## config.mk

```make
export PLATFORM = sky130hd
export DESIGN_NAME = trunc_wb_scheduler
export DESIGN_NICKNAME = d
export VERILOG_FILES = /design/src/rtl/trunc_wb_scheduler.sv
export SDC_FILE = /design/constraint.sdc
export NUM_CORES = 1
export LEC_CHECK = 0
export BUFFER_PORTS_ARGS = -buffer_cell sky130_fd_sc_hd__buf_2
export CORE_AREA = 2 2 102 104
export CTS_CLUSTER_SIZE = 40
export DETAILED_ROUTE_END_ITERATION = 7
export DIE_AREA = 0 0 104 106
export PLACE_DENSITY = 0.85
export SKIP_LAST_GASP = 1
export SYNTH_ARGS = -nofsm -noshare
export SYNTH_HDL_FRONTEND = slang
export SYNTH_SLANG_ARGS = --single-unit
```

## constraint.sdc

```tcl
create_clock -name clk -period 3.6 [get_ports clk]
set_input_delay 0.18 -clock clk [delete_from_list [all_inputs] [get_ports clk]]
set_output_delay 0.18 -clock clk [all_outputs]
set_load 0.02 [all_outputs]
```

## src/rtl/trunc_wb_scheduler.sv

```systemverilog
// trunc_wb_scheduler: round-robin arbiter that shares one truncate stage and
// the output-memory write port between NREQ accumulator engines, counting
// completed writes against a per-layer total.
// Optional build macro TRUNC_SAT_EN: saturating truncation instead of wrap.
module trunc_wb_scheduler #(
    parameter int unsigned NREQ   = 4,
    parameter int unsigned IN_W   = 40,
    parameter int unsigned OUT_W  = 16,
    parameter int unsigned FRAC   = 8,
    parameter int unsigned ADDR_W = 12
) (
    input  logic                   clk,
    input  logic                   rst_n,
    input  logic                   start,
    input  logic [ADDR_W-1:0]      total_cnt,
    input  logic [NREQ-1:0]        req_valid,
    input  logic [NREQ*IN_W-1:0]   req_data,
    input  logic [NREQ*ADDR_W-1:0] req_addr,
    output logic [NREQ-1:0]        req_ready,
    input  logic                   mem_busy,
    output logic                   mem_wen,
    output logic [ADDR_W-1:0]      mem_addr,
    output logic [OUT_W-1:0]       mem_wdata,
    output logic                   busy,
    output logic                   done
);

    localparam int unsigned IDX_W = (NREQ > 1) ? $clog2(NREQ) : 1;

    typedef enum logic [1:0] {
        S_IDLE = 2'd0,
        S_RUN  = 2'd1,
        S_DONE = 2'd2
    } state_t;

    state_t              r_state;
    state_t              w_state_nxt;
    logic [ADDR_W-1:0]   r_total;
    logic [ADDR_W-1:0]   r_acc_cnt;
    logic [ADDR_W-1:0]   r_wr_cnt;
    logic [IDX_W-1:0]    r_rr;
    logic                r_mem_wen;
    logic [ADDR_W-1:0]   r_mem_addr;
    logic [OUT_W-1:0]    r_mem_wdata;

    logic                w_slot_free;
    logic                w_can_grant;
    logic                w_wr_fire;
    logic                w_last_wr;
    logic                w_found;
    logic [NREQ-1:0]     w_hi_mask;
    logic [NREQ-1:0]     w_hi_req;
    logic [NREQ-1:0]     w_pick_src;
    logic [NREQ-1:0]     w_pick_oh;
    logic [IDX_W-1:0]    w_pick_idx;
    logic [IDX_W-1:0]    w_rr_nxt;
    logic [NREQ-1:0]     w_grant;
    logic [IN_W-1:0]     w_sel_data;
    logic [ADDR_W-1:0]   w_sel_addr;
    logic [OUT_W-1:0]    w_trunc;
`ifdef TRUNC_SAT_EN
    logic [IN_W-FRAC-OUT_W:0] w_upper;
`endif

    assign w_slot_free = ~r_mem_wen | ~mem_busy;
    assign w_wr_fire   = r_mem_wen & ~mem_busy;
    assign w_last_wr   = w_wr_fire & ((r_wr_cnt + ADDR_W'(1)) == r_total);
    assign w_can_grant = (r_state == S_RUN) & w_slot_free & (r_acc_cnt < r_total);

    // Round-robin pick: lowest valid at or above the pointer, else lowest valid overall
    always_comb begin
        w_hi_mask  = '0;
        w_pick_oh  = '0;
        w_pick_idx = '0;
        for (int i = 0; i < NREQ; i++) begin
            if (IDX_W'(i) >= r_rr) begin
                w_hi_mask[i] = 1'b1;
            end
        end
        w_hi_req   = req_valid & w_hi_mask;
        w_pick_src = (|w_hi_req) ? w_hi_req : req_valid;
        for (int i = NREQ - 1; i >= 0; i--) begin
            if (w_pick_src[i]) begin
                w_pick_oh    = '0;
                w_pick_oh[i] = 1'b1;
                w_pick_idx   = IDX_W'(i);
            end
        end
        w_grant  = w_can_grant ? w_pick_oh : '0;
        w_found  = |w_grant;
        w_rr_nxt = (w_pick_idx == IDX_W'(NREQ - 1)) ? '0 : (w_pick_idx + IDX_W'(1));
    end

    // Select the granted payload and truncate it to the stored width
    always_comb begin
        w_sel_data = '0;
        w_sel_addr = '0;
        for (int i = 0; i < NREQ; i++) begin
            if (w_grant[i]) begin
                w_sel_data = w_sel_data | req_data[i*IN_W +: IN_W];
                w_sel_addr = w_sel_addr | req_addr[i*ADDR_W +: ADDR_W];
            end
        end
        w_trunc = OUT_W'(w_sel_data >> FRAC);
`ifdef TRUNC_SAT_EN
        w_upper = w_sel_data[IN_W-1:FRAC+OUT_W-1];
        if (!(&w_upper) && (|w_upper)) begin
            w_trunc = w_sel_data[IN_W-1] ? {1'b1, {(OUT_W-1){1'b0}}}
                                         : {1'b0, {(OUT_W-1){1'b1}}};
        end
`endif
    end

    // Layer state register
    always_ff @(posedge clk or negedge rst_n) begin
        if (!rst_n) begin
            r_state <= S_IDLE;
        end else begin
            r_state <= w_state_nxt;
        end
    end

    // Layer sequencing: start, completion on the last write, one-cycle done
    always_comb begin
        w_state_nxt = r_state;
        case (r_state)
            S_IDLE: begin
                if (start) begin
                    w_state_nxt = (total_cnt == '0) ? S_DONE : S_RUN;
                end
            end
            S_RUN: begin
                if (w_last_wr) begin
                    w_state_nxt = S_DONE;
                end
            end
            S_DONE:  w_state_nxt = S_IDLE;
            default: w_state_nxt = S_IDLE;
        endcase
    end

    // Counters, round-robin pointer and the registered write port
    always_ff @(posedge clk or negedge rst_n) begin
        if (!rst_n) begin
            r_total     <= '0;
            r_acc_cnt   <= '0;
            r_wr_cnt    <= '0;
            r_rr        <= '0;
            r_mem_wen   <= 1'b0;
            r_mem_addr  <= '0;
            r_mem_wdata <= '0;
        end else begin
            if ((r_state == S_IDLE) && start) begin
                r_total   <= total_cnt;
                r_acc_cnt <= '0;
                r_wr_cnt  <= '0;
            end else begin
                if (w_found) begin
                    r_acc_cnt <= r_acc_cnt + ADDR_W'(1);
                end
                if (w_wr_fire) begin
                    r_wr_cnt <= r_wr_cnt + ADDR_W'(1);
                end
            end
            if (w_found) begin
                r_mem_wen   <= 1'b1;
                r_mem_addr  <= w_sel_addr;
                r_mem_wdata <= w_trunc;
                r_rr        <= w_rr_nxt;
            end else if (w_slot_free) begin
                r_mem_wen <= 1'b0;
            end
        end
    end

    assign req_ready = w_grant;
    assign mem_wen   = r_mem_wen;
    assign mem_addr  = r_mem_addr;
    assign mem_wdata = r_mem_wdata;
    assign busy      = (r_state == S_RUN);
    assign done      = (r_state == S_DONE);

endmodule

```

Word level (Yosys, flattened, before mapping). Cells that the tools add are included.

Shift operators: 0. Bitwise operators: 14. Divide/modulo/power cells: 0. Order comparisons: 5. Multipliers: 0. Mux-type cells: 33. Reductions and logical operators: 9. Add/subtract/negate cells: 3. Eq/ne operators: 6.

Operator list (number): $mux 12 (8); $mux 24 (4); $or 24x24->24 (3); $or 12x12->12 (3); $add 12x1->12 const B (2); $mux 4 (6); $mux 2 (8); $eq 12x12->1 (1); $logic_not 12->1 (1); $lt 12x12->1 (1); $reduce_or 4->1 (2); $mux 1 (6); $reduce_bool 2->1 (3); $and 1x1->1 (4); $and 4x4->4 (1); $eq 2x2->1 const B (2); $ge 1x2->1 const A (2); $ge 2x2->1 const A (2); $pmux 2 s2 (1); $add 2x1->2 const B (1); $eq 2x1->1 const B (1); $logic_not 2->1 (1); $ne 2x1->1 const B (1); $ne 2x2->1 const B (1); 4 further kinds (5).

Memory bits (writable): 0. ROM bits: 0. Logic and storage cells: 78. Memories kept: 0. Flip-flop bits (word level): 69. Latch bits: 0. Input bits: 228. Output and inout port bits: 35.

Longest topological paths before layout. Gate-level depths: netlist of the first run.

Depth after elaboration: 17. Depth in mapped cells: 10. Depth with buffers taken out: 8.

Worst setup path before layout of the first run. OpenSTA, ideal clock, no wires.

Kind: register to register. From: register r_total[9]. To: register r_mem_wdata[3], in the netlist mem_wdata[3]. Data required time: 3535 ps. Data arrival time: 2334 ps. Path slack: 1201 ps. Library setup time: 65 ps. Clock period less this slack: 2399 ps. Stages on the path, launching flop included: 10. Buffers on the path: 1. Path through: dfrtp_1 inv_1 ha_1 a21oi_1 o21ai_1 or4_1 a211oi_1 clkbuf_1 a21o_1 o22a_1.

Elaborated cells between the ends (all ways): 11. Those cells by class: 1 x order compare; 5 x mux; 4 x bitwise; 1 x reduce/logical.

RTL lines: start: declaration (line 38) `logic [ADDR_W-1:0] r_total;`; start signal: assignment (line 154) `r_total <= total_cnt;`; $lt 12x12->1 * (line 68) `assign w_can_grant = (r_state == S_RUN) & w_slot_free & (r_acc_cnt < r_total);`; $and 1x1->1 * (line 68); $mux 4 * (line 89) `w_grant = w_can_grant ? w_pick_oh : '0;`; named net req_ready[1] (line 19) `output logic [NREQ-1:0] req_ready,`; $mux 24 (line 99) `if (w_grant[i]) begin`; $or 24x24->24 (line 100) `w_sel_data = w_sel_data | req_data[i*IN_W +: IN_W];`; $mux 24 (line 99); $or 24x24->24 (line 100); $mux 24 (line 99); end signal: assignment (line 168) `r_mem_wdata <= w_trunc;`; end: declaration (line 44) `logic [OUT_W-1:0] r_mem_wdata;`.

Mark *: on every way through the listed nets, which the timed path passes. The rest lies on a longest branch. A chain may end at the register's enable or synchronous reset.

Worst setup path in the final report of the first run.
From: register r_total[9]. To: output port req_ready[2].

Longest elaborated chain between the ends: 3.

Ends and longest elaborated chain (line): $lt 12x12->1 (68); $and 1x1->1 (68); $mux 4 (89); end: declaration (19).

No other way between the ends.

==> metrics, run 1 <==
status=complete, no violations; via count=4,590; mapped cell area=0.00438 mm^2; Simple-Gate Fraction of Synth Area=14.6%; Seq/Total Area, Yosys=39.4%; DRC viols=0; Top FF cell, synth=dfrtp_1; max layer used=met4; Initial Util=43.8%; CTS tree=done; min cycle time layout=3.36 ns; final hold vios=0; largest net degree at the start of global routing=46; nets=893; Yosys cell types=48; RePlAce Congestion=0.908; reg2reg start=r_total[9]$_DFFE_PN0P_; largest family of logic cells by synthesized area=compound AO/OA/AOI/OAI gates; Finished Core Util=55.0%; Avg WL per Cell=17.3 um; die height=106 um; multi-input logic area=0.00236 mm^2; Final Max Tran Viols=0; reg-to-reg slack, setup=0.58 ns; CTS buffer count=9; CTS root buf=clkbuf_8; share of layout cells above drive strength 1=29.5%; Mapped Cells=500; WL final=13,800 um; Pre-antenna DRT Iters=5; TritonCTS Sinks=69; Clock Latency Late Sink=0.34 ns; Worst slew margin=24.6%; Layout Skew=0.00885 ns; RR Endpoint=mem_wdata[2]$_DFFE_PN0P_; Worst EP arrival=3.18 ns; Area growth syn-to-layout=25.5%; asr flop ratio synth=100%; Synth Net Count=741; Die ar.=0.0110 mm^2; fmax=0.298 GHz; CP endpoint kind=output port; post-CTS resize count=0; DP Cell Count=777; Reg area=0.00173 mm^2; compound-gate portion of the synthesized area=29.7%; EDFF count, synth=0; hold_buf cts=0; Cell Pwr Density=748 mW/mm^2; setup violators final=0; fillers=955; DRT met1 WL=5660 um; kind of critical path=flop to output port; period utilization=93.3%; RSZ-0062 raised after global routing=false; Final Power=4.11 mW; post-synthesis mux area share=0.457%; Post-CTS Setup Bufs=0; DR vias/cell=5.76; Tot GR Track Use=25.4%; R2R cell count=8; global-route wire length before repair=22,200 um; Detail Route Antenna Nets=0; total gr overflow=0; IO Pins=263; number of global-route vias before repair=4,579; WL met3=1090 um; DP Wirelength=10,200 um; Post-Synth Adder-Cell Area=3.71%; Synth Register Bits=69; metal2 WL=6710 um; final setup TNS=0 ns; row cnt=37; Yosys warning count=0; initial antenna violation count=4; port bufs=166; Peak VDD IR=0.000348 V; Leak=2.67 nW; H-tree levels=3; xor and xnor area share after synthesis=4.80%; drt initial violations=263; Clock transition at path regs=0.08 ns; WP data required=3.42 ns; synthesized area per cell=8.76 um^2; Hold WS=0.00756 ns; max_cap viols=0; Max FO, Critical Path=29; final non-filler cell total=797; Worst setup SP type=flop; Worst Tran Pin Value=1.12 ns; width of the chip=104 um; core area=0.0100 mm^2; CTS max path bufs=2; CP startpoint=r_total[9]$_DFFE_PN0P_; HP Class=primary input to async pin
## layer usage
layer,vias to the layer above,global-route usage [%]
met2,231,42.7
met5,-,0
met1,2178,30.9
met3,30,4.84
met4,0,13.4
li1,2151,-
## per-stage QoR
stage	worst slack [ns]	area, um^2
after global routing	0.0317	5490
after global placement	0.609	5320
after detailed placement	0.566	5320
after CTS	0.220	5480
final	0.240	5500
after floorplan	1.20	4380
## synth_stat cells (2+ instances only)
| cell type | number | area [um^2] |
|---|---|---|
| nand4_1 | 6 | 37.5 |
| nand2b_1 | 7 | 43.8 |
| o211ai_1 | 3 | 22.5 |
| buf_2 | 3 | 15.0 |
| nand3b_1 | 3 | 22.5 |
| o31ai_1 | 9 | 67.6 |
| or3_1 | 4 | 25.0 |
| nand2_1 | 45 | 169 |
| o21a_1 | 11 | 82.6 |
| xnor2_1 | 16 | 140 |
| nor2b_1 | 2 | 12.5 |
| nor4_1 | 5 | 31.3 |
| o21ai_0 | 33 | 165 |
| nor2_1 | 26 | 97.6 |
| a21oi_1 | 21 | 105 |
| a21o_1 | 20 | 150 |
| nand3_1 | 13 | 65.1 |
| o21ai_1 | 11 | 55.1 |
| a32oi_1 | 28 | 245 |
| mux2i_1 | 2 | 20.0 |
| nor3_1 | 6 | 30.0 |
| buf_6 | 2 | 22.5 |
| a2111o_1 | 3 | 33.8 |
| a211oi_1 | 2 | 15.0 |
| xor2_1 | 8 | 70.1 |
| ha_1 | 13 | 163 |
| o22ai_1 | 3 | 18.8 |
| inv_1 | 47 | 176 |
| dfrtp_1 | 69 | 1730 |
| o22a_1 | 20 | 175 |
| clkbuf_1 | 26 | 97.6 |
| or4_1 | 9 | 67.6 |
| a31oi_1 | 9 | 56.3 |
## worst max-delay path by stage
| stage | to | slack [ns] | cells past startpoint |
|---|---|---|---|
| 2_1_floorplan | mem_wdata[3]$_DFFE_PN0P_ | 1.20 | 9 |
| 3_3_place_gp | req_ready[2] | 0.61 | 8 |
| 3_5_place_dp | mem_wdata[6]$_DFFE_PN0P_ | 0.57 | 8 |
| 4_1_cts | req_ready[2] | 0.22 | 8 |
| 5_1_grt | req_ready[2] | 0.03 | 8 |
| 6_report | req_ready[2] | 0.24 | 8 |
## flip-flops by register name (all words and copies together), names as in the netlist
| name | cells |
|---|---|
| mem_wdata | 16 |
| mem_addr | 12 |
| r_acc_cnt | 12 |
| r_total | 12 |
| r_wr_cnt | 12 |
| r_rr | 2 |
| r_state | 2 |
| mem_wen | 1 |
## placed cells by master, fill, tap and decap left out, types with 20 or more instances in the layout
cell,netlist,final
nor2_1,26,25
nand2_1,45,45
o22a_1,20,20
dfrtp_1,69,69
buf_2,3,166
a21oi_1,21,21
a32oi_1,28,28
o21ai_0,33,33
a21o_1,20,20
inv_1,47,47
## final cells by class
cell class	count	share of cell area, %
clock inverters	2	0.182
multi-input cells	352	42.9
inverters	47	3.21
diodes	6	0.273
clock buffers	12	2.82
flip-flops and latches	69	31.4
well taps	136	3.10
repair buffers	173	16.1
## where the power goes
part / switching [mW] / internal (mW) / total [mW] / leakage (nW)
clock: 0.294 / 0.279 / 0.572 / 0.0881
combinational: 1.31 / 0.884 / 2.19 / 1.73
sequential: 0.259 / 1.09 / 1.35 / 0.856
total: 1.86 / 2.25 / 4.11 / 2.67
## cell families after synthesis
| kind of cell | count (synthesis) |
|---|---|
| multiplexers | 2 |
| buffers and inverters | 79 |
| XOR/XNOR | 24 |
| AND/OR/NAND/NOR | 131 |
| adder cells (fa/ha/maj) | 13 |
| AO/OA/AOI/OAI | 182 |
| flip-flops | 69 |
## critical path, cell delays in order (launching register included)
cell and delay (ns):
dfrtp_1 0.38, inv_1 0.07, ha_1 0.33, a21oi_1 0.13, o21ai_1 0.10, or4_1 0.56
a2111o_1 0.82, inv_1 0.23, buf_2 0.19
Note: power is estimated with default switching activity, not from simulation.
==> run 2, diff against run 1 <==
--- a/config.mk
+++ b/config.mk
@@ -6,11 +6,13 @@
 export NUM_CORES = 1
 export LEC_CHECK = 0
 export BUFFER_PORTS_ARGS = -buffer_cell sky130_fd_sc_hd__buf_2
-export CORE_AREA = 2 2 102 104
+export CELL_PAD_IN_SITES_DETAIL_PLACEMENT = 0
+export CELL_PAD_IN_SITES_GLOBAL_PLACEMENT = 1
+export CORE_MARGIN = 2
+export CORE_UTILIZATION = 33
 export CTS_CLUSTER_SIZE = 40
 export DETAILED_ROUTE_END_ITERATION = 7
-export DIE_AREA = 0 0 104 106
-export PLACE_DENSITY = 0.85
+export PLACE_DENSITY = 0.9
 export SKIP_LAST_GASP = 1
 export SYNTH_ARGS = -nofsm -noshare
 export SYNTH_HDL_FRONTEND = slang
==> run 2 against run 1 <==
  * Critical path depth did not move
  * Design area up 3.0%
  * Register-to-register slack gained 0.04 ns
  * Largest power group unchanged
  * Critical path type unchanged
  * Sequential share of layout area shrank 0.91 points
  * Non-clock buffer count is the same
  * Clock power increased by 56%
  * Cell count grew 4.5%
  * Worst hold slack worse by 0.0048 ns
  * Total power is 7.9% higher
  * First-iteration DRC count up 48%
==> metrics, run 2 (same netlist as run 1, synthesis figures left out) <==
status=complete, no violations; H-tree levels=3; M3 GR Usage=3.64%; Worst Tran Pin Value=1.10 ns; Layout Skew=0.00753 ns; final hold vios=0; WL final=14,100 um; n_diodes=0; commonest non-fill, non-tap cell in the layout=buf_2; max_cap viols=0; Pre-antenna DRT Iters=6; nets=893; Area growth syn-to-layout=29.3%; IO Pins=263; hold_buf cts=0; Initial Util=33.5%; Die ar.=0.0142 mm^2; CTS buffer count=9; Avg WL per Cell=16.9 um; DRC viols=0; port bufs=166; global-route wire length before repair=22,500 um; Worst EP arrival=3.04 ns; reg-to-reg slack, setup=0.62 ns; CTS tree=done; CTS root buf=clkbuf_16; Detail Route Antenna Nets=0; RePlAce Congestion=0.917; Peak VDD IR=0.000312 V; post-CTS resize count=0; largest net degree at the start of global routing=43; total gr overflow=0; HP Class=primary input to async pin; Tot GR Track Use=20.5%; row cnt=42; met2 usage=33.9%; core area=0.0131 mm^2; Final Max Tran Viols=0; Post-CTS Setup Bufs=0; final setup TNS=0 ns; CP endpoint kind=output port; CTS max path bufs=2; Largest register FFs=16; DR vias/cell=5.37; die height=119 um; grt met1 use=26.3%; Worst slew margin=26.5%; setup violators final=0; Cell Pwr Density=783 mW/mm^2; Clock transition at path regs=0.06 ns; most frequent cells in the layout=buf_2 (166), dfrtp_1 (69), inv_1 (47); kind of critical path=flop to output port; Clock Latency Late Sink=0.33 ns; Max FO, Critical Path=29; fillers=1,324; fmax=0.311 GHz; drt initial violations=389; Worst setup SP type=flop; TritonCTS Sinks=69; number of global-route vias before repair=4,417; width of the chip=119 um; DP Wirelength=10,700 um; gr busiest metal=met2; period utilization=89.3%; Leak=2.72 nW; Hold WS=0.00274 ns; share of layout cells above drive strength 1=29.5%; min cycle time layout=3.22 ns; via count=4,477; RSZ-0062 raised after global routing=false; initial antenna violation count=0; WP data required=3.42 ns
[run 2: cell types whose count changed in the layout (fill, tap and decap cells not counted)]
cell and change:
clkbuf_16 +9, clkinvlp_4 +1, bufinv_16 +1, clkbuf_1 +1, diode_2 -6, clkbuf_8 -10
[run 2: per-stage QoR]
step / std cells / util [%] / power, mW / cell area (um^2) / worst slack [ns]
6_report: 833 / 43.3 / 4.43 / 5660 / 0.384
5_1_grt: 833 / 43.3 / 4.77 / 5660 / 0.172
4_1_cts: 833 / 43.3 / 4.48 / 5660 / 0.341
3_5_place_dp: 817 / 41.0 / 3.56 / 5370 / 0.578
3_3_place_gp: 817 / 41.0 / 3.48 / 5370 / 0.610
2_1_floorplan: 500 / - / 2.88 / 4380 / 1.20
[run 2: worst paths after layout]
path / startpoint / endpoint / depth (start not counted)
worst max-delay path: r_total[9]$_DFFE_PN0P_ / req_ready[2] / 8
worst min-delay path: rst_n / mem_addr[1]$_DFFE_PN0P_ / 1
worst max register to register: r_total[9]$_DFFE_PN0P_ / mem_addr[9]$_DFFE_PN0P_ / 8
worst min register to register: mem_wdata[11]$_DFFE_PN0P_ / mem_wdata[11]$_DFFE_PN0P_ / 1
max in group asynchronous: rst_n / r_wr_cnt[0]$_DFFE_PN0P_ / 2
min in group clk: total_cnt[3] / r_total[3]$_DFFE_PN0P_ / 3
[run 2: worst max-delay path: stages (launching register included)]
cell	delay, ns
dfrtp_1	0.36
inv_1	0.08
ha_1	0.33
a21oi_1	0.14
o21ai_1	0.11
or4_1	0.56
a2111o_1	0.81
inv_1	0.14
buf_2	0.17
[run 2: layout make-up]
cell class / instances / area (um^2) / share of cell area [%]
Inverter: 47 / 176 / 3.12
Timing Repair Buffer: 173 / 883 / 15.6
Clock inverter: 4 / 47.5 / 0.840
Multi-Input combinational cell: 352 / 2360 / 41.7
Tap cell: 176 / 220 / 3.89
Sequential cell: 69 / 1730 / 30.5
Clock buffer: 12 / 246 / 4.35
[run 2: power by group]
group | switching (mW) | internal, mW
combinational | 1.31 | 0.884
sequential | 0.254 | 1.09
clock | 0.340 | 0.553
[run 2: layer usage]
layer,vias to the layer above,part of all wire [%],wire length (um)
li1,2133,-,-
met1,2137,44,6180
met2,183,48,6750
met3,24,6.0,853
met4,0,2.3,323
met5,-,0,0
==> run 3, diff against run 2 <==
==> config.mk (replaced) <==
export PLATFORM = sky130hd
export DESIGN_NAME = trunc_wb_scheduler
export DESIGN_NICKNAME = d
export VERILOG_FILES = /design/src/rtl/trunc_wb_scheduler.sv
export SDC_FILE = /design/constraint.sdc
export NUM_CORES = 1
export LEC_CHECK = 0
export CELL_PAD_IN_SITES_DETAIL_PLACEMENT = 0
export CELL_PAD_IN_SITES_GLOBAL_PLACEMENT = 1
export CORE_AREA = 2 2 102 104
export CTS_CLUSTER_SIZE = 40
export DETAILED_ROUTE_END_ITERATION = 7
export DIE_AREA = 0 0 104 106
export DONT_BUFFER_PORTS = 1
export PLACE_DENSITY = 0.82
export SKIP_LAST_GASP = 1
export SYNTH_ARGS = -nofsm -noshare
export SYNTH_HDL_FRONTEND = slang
export SYNTH_SLANG_ARGS = --single-unit
==> run 3 against run 2 <==
  * Clock power fell by 26%
  * Setup slack better by 0.014 ns
  * Global-route usage up 2.8 points
  * Clock-buffer cell count down 1
  * Cell count fell by 22%
  * First-iteration DRC count decreased by 43%
  * Combinational power fell by 23%
  * Register-to-register slack better by 0.09 ns
  * Sequential power grew 19%
  * Critical endpoint unchanged
==> metrics, run 3 (same netlist as run 1, synthesis figures left out) <==
status=complete, no violations; number of global-route vias before repair=4,154; CTS max path bufs=2; IO Pins=263; CP cell instances=inv_1 > ha_1 > a21oi_1 > o21ai_1 > or4_1 > a2111o_1 > buf_4 > inv_1; Clock transition at path regs=0.08 ns; H-tree levels=3; Final Max Tran Viols=0; DRC viols=0; final hold vios=0; share of layout cells above drive strength 1=5.66%; RePlAce Congestion=0.878; Initial Util=43.8%; Cell Pwr Density=802 mW/mm^2; reg2reg start=r_total[9]$_DFFE_PN0P_; WHS Path Cells=2; CTS tree=done; Most Frequent Cell on Critical Path=inv_1; Die ar.=0.0110 mm^2; RSZ-0062 raised after global routing=false; Worst setup SP type=flop; DR vias/cell=6.18; port bufs=0; Worst slew margin=25.0%; CTS root buf=clkbuf_8; Area growth syn-to-layout=12.3%; die height=106 um; Clock Latency Late Sink=0.35 ns; core area=0.0100 mm^2; row cnt=37; min cycle time layout=3.20 ns; Hold WS=0.0454 ns; drt initial violations=221; Layout Skew=0.0109 ns; DP Wirelength=8840 um; Max stage delay on crit path=0.61 ns; n_diodes=0; Tot GR Track Use=23.3%; Cell Area, Placed=0.00448 mm^2; nets=748; Max FO, Critical Path=12; reg-to-reg slack, setup=0.71 ns; final setup TNS=0 ns; total gr overflow=0; global-route wire length before repair=20,600 um; most frequent cells in the layout=dfrtp_1 (69), inv_1 (47), nand2_1 (45); Endpoint, Worst Hold=mem_addr[2]$_DFFE_PN0P_; Worst EP arrival=3.02 ns; Finished Cell Area=0.00492 mm^2; period utilization=89.0%; largest net degree at the start of global routing=70; R2R cell count=9; via count=4,004; TritonCTS Sinks=69; Largest register FFs=16; fmax=0.312 GHz; commonest non-fill, non-tap cell in the layout=dfrtp_1; Pre-antenna DRT Iters=4; HP Class=primary input to flop; Worst Tran Pin Value=1.12 ns; Leak=2.11 nW; WP data required=3.42 ns; Detail Route Antenna Nets=0; Avg WL per Cell=19.2 um; kind of critical path=flop to output port; WL final=12,400 um; width of the chip=104 um; initial antenna violation count=0; max_cap viols=0; crit path max-delay cell type=a2111o_1; Peak VDD IR=0.000418 V; CTS buffer count=9; CP endpoint kind=output port; hold path start=req_addr[14]; RR Endpoint=mem_wdata[15]$_DFFE_PN0P_; setup violators final=0
==> run 3: changes by cell type in the layout (fill, tap and decap cells not counted), moves of 9 or more <==
cell / delta
dlygate4sd3_1: +21
clkbuf_16: -9
clkbuf_8: +9
buf_2: -166
==> run 3: worst max-delay path by stage <==
| stage | from | to | slack [ns] |
|---|---|---|---|
| after floorplan | r_total[9]$_DFFE_PN0P_ | mem_wdata[3]$_DFFE_PN0P_ | 1.20 |
| after global placement | r_total[9]$_DFFE_PN0P_ | mem_wdata[15]$_DFFE_PN0P_ | 0.73 |
| after detailed placement | r_total[9]$_DFFE_PN0P_ | mem_wdata[15]$_DFFE_PN0P_ | 0.70 |
| after CTS | r_total[9]$_DFFE_PN0P_ | req_ready[2] | 0.36 |
| after global routing | r_total[9]$_DFFE_PN0P_ | req_ready[2] | 0.23 |
| final | r_total[9]$_DFFE_PN0P_ | req_ready[2] | 0.40 |
==> run 3: per-layer routing <==
layer / share of wire, % / wire [um] / track usage [%]
met1: 41 / 5100 / 28.0
met2: 50 / 6200 / 40.4
met3: 7.1 / 888 / 6.07
met4: 2.0 / 252 / 8.40
met5: 0 / 0 / 0
==> run 3: final cells by class <==
| class | instances | area [um^2] |
|---|---|---|
| tap | 136 | 170 |
| sequential | 69 | 1730 |
| timing repair buffer | 28 | 283 |
| clock buffer | 11 | 141 |
| inverter | 47 | 176 |
| clock inverter | 5 | 58.8 |
| multi-input combinational | 352 | 2360 |
| fill | 971 | 5080 |
==> run 3: report_power, final <==
group	total, mW	internal, mW	switching (mW)
combinational	1.70	0.726	0.971
clock	0.659	0.341	0.318
sequential	1.59	1.08	0.501
total	3.94	2.15	1.79
==> run 3: critical path, delay by kind of cell (launching register included) <==
family,cells,cell delay [ns]
buf+inv,3,0.56
simple gates,1,0.55
flops,1,0.37
fa+ha+maj,1,0.33
compound gates,3,0.86
==> run 3: per-stage QoR <==
stage	utilization [%]	total power [mW]	setup WS, ns	cells
5_1_grt	49.2	4.27	0.226	648
6_report	49.2	3.94	0.398	648
2_1_floorplan	-	2.88	1.20	500
3_5_place_dp	44.8	3.26	0.703	610
4_1_cts	49.2	3.97	0.360	648
3_3_place_gp	44.8	3.19	0.733	610
==> run 3: what timing repair did <==
action,CTS,global route
resized for setup,0,0
hold buffers,22,0
endpoints found under the hold margin,89,0
setup buffers,0,0
setup endpoints to repair,0,0
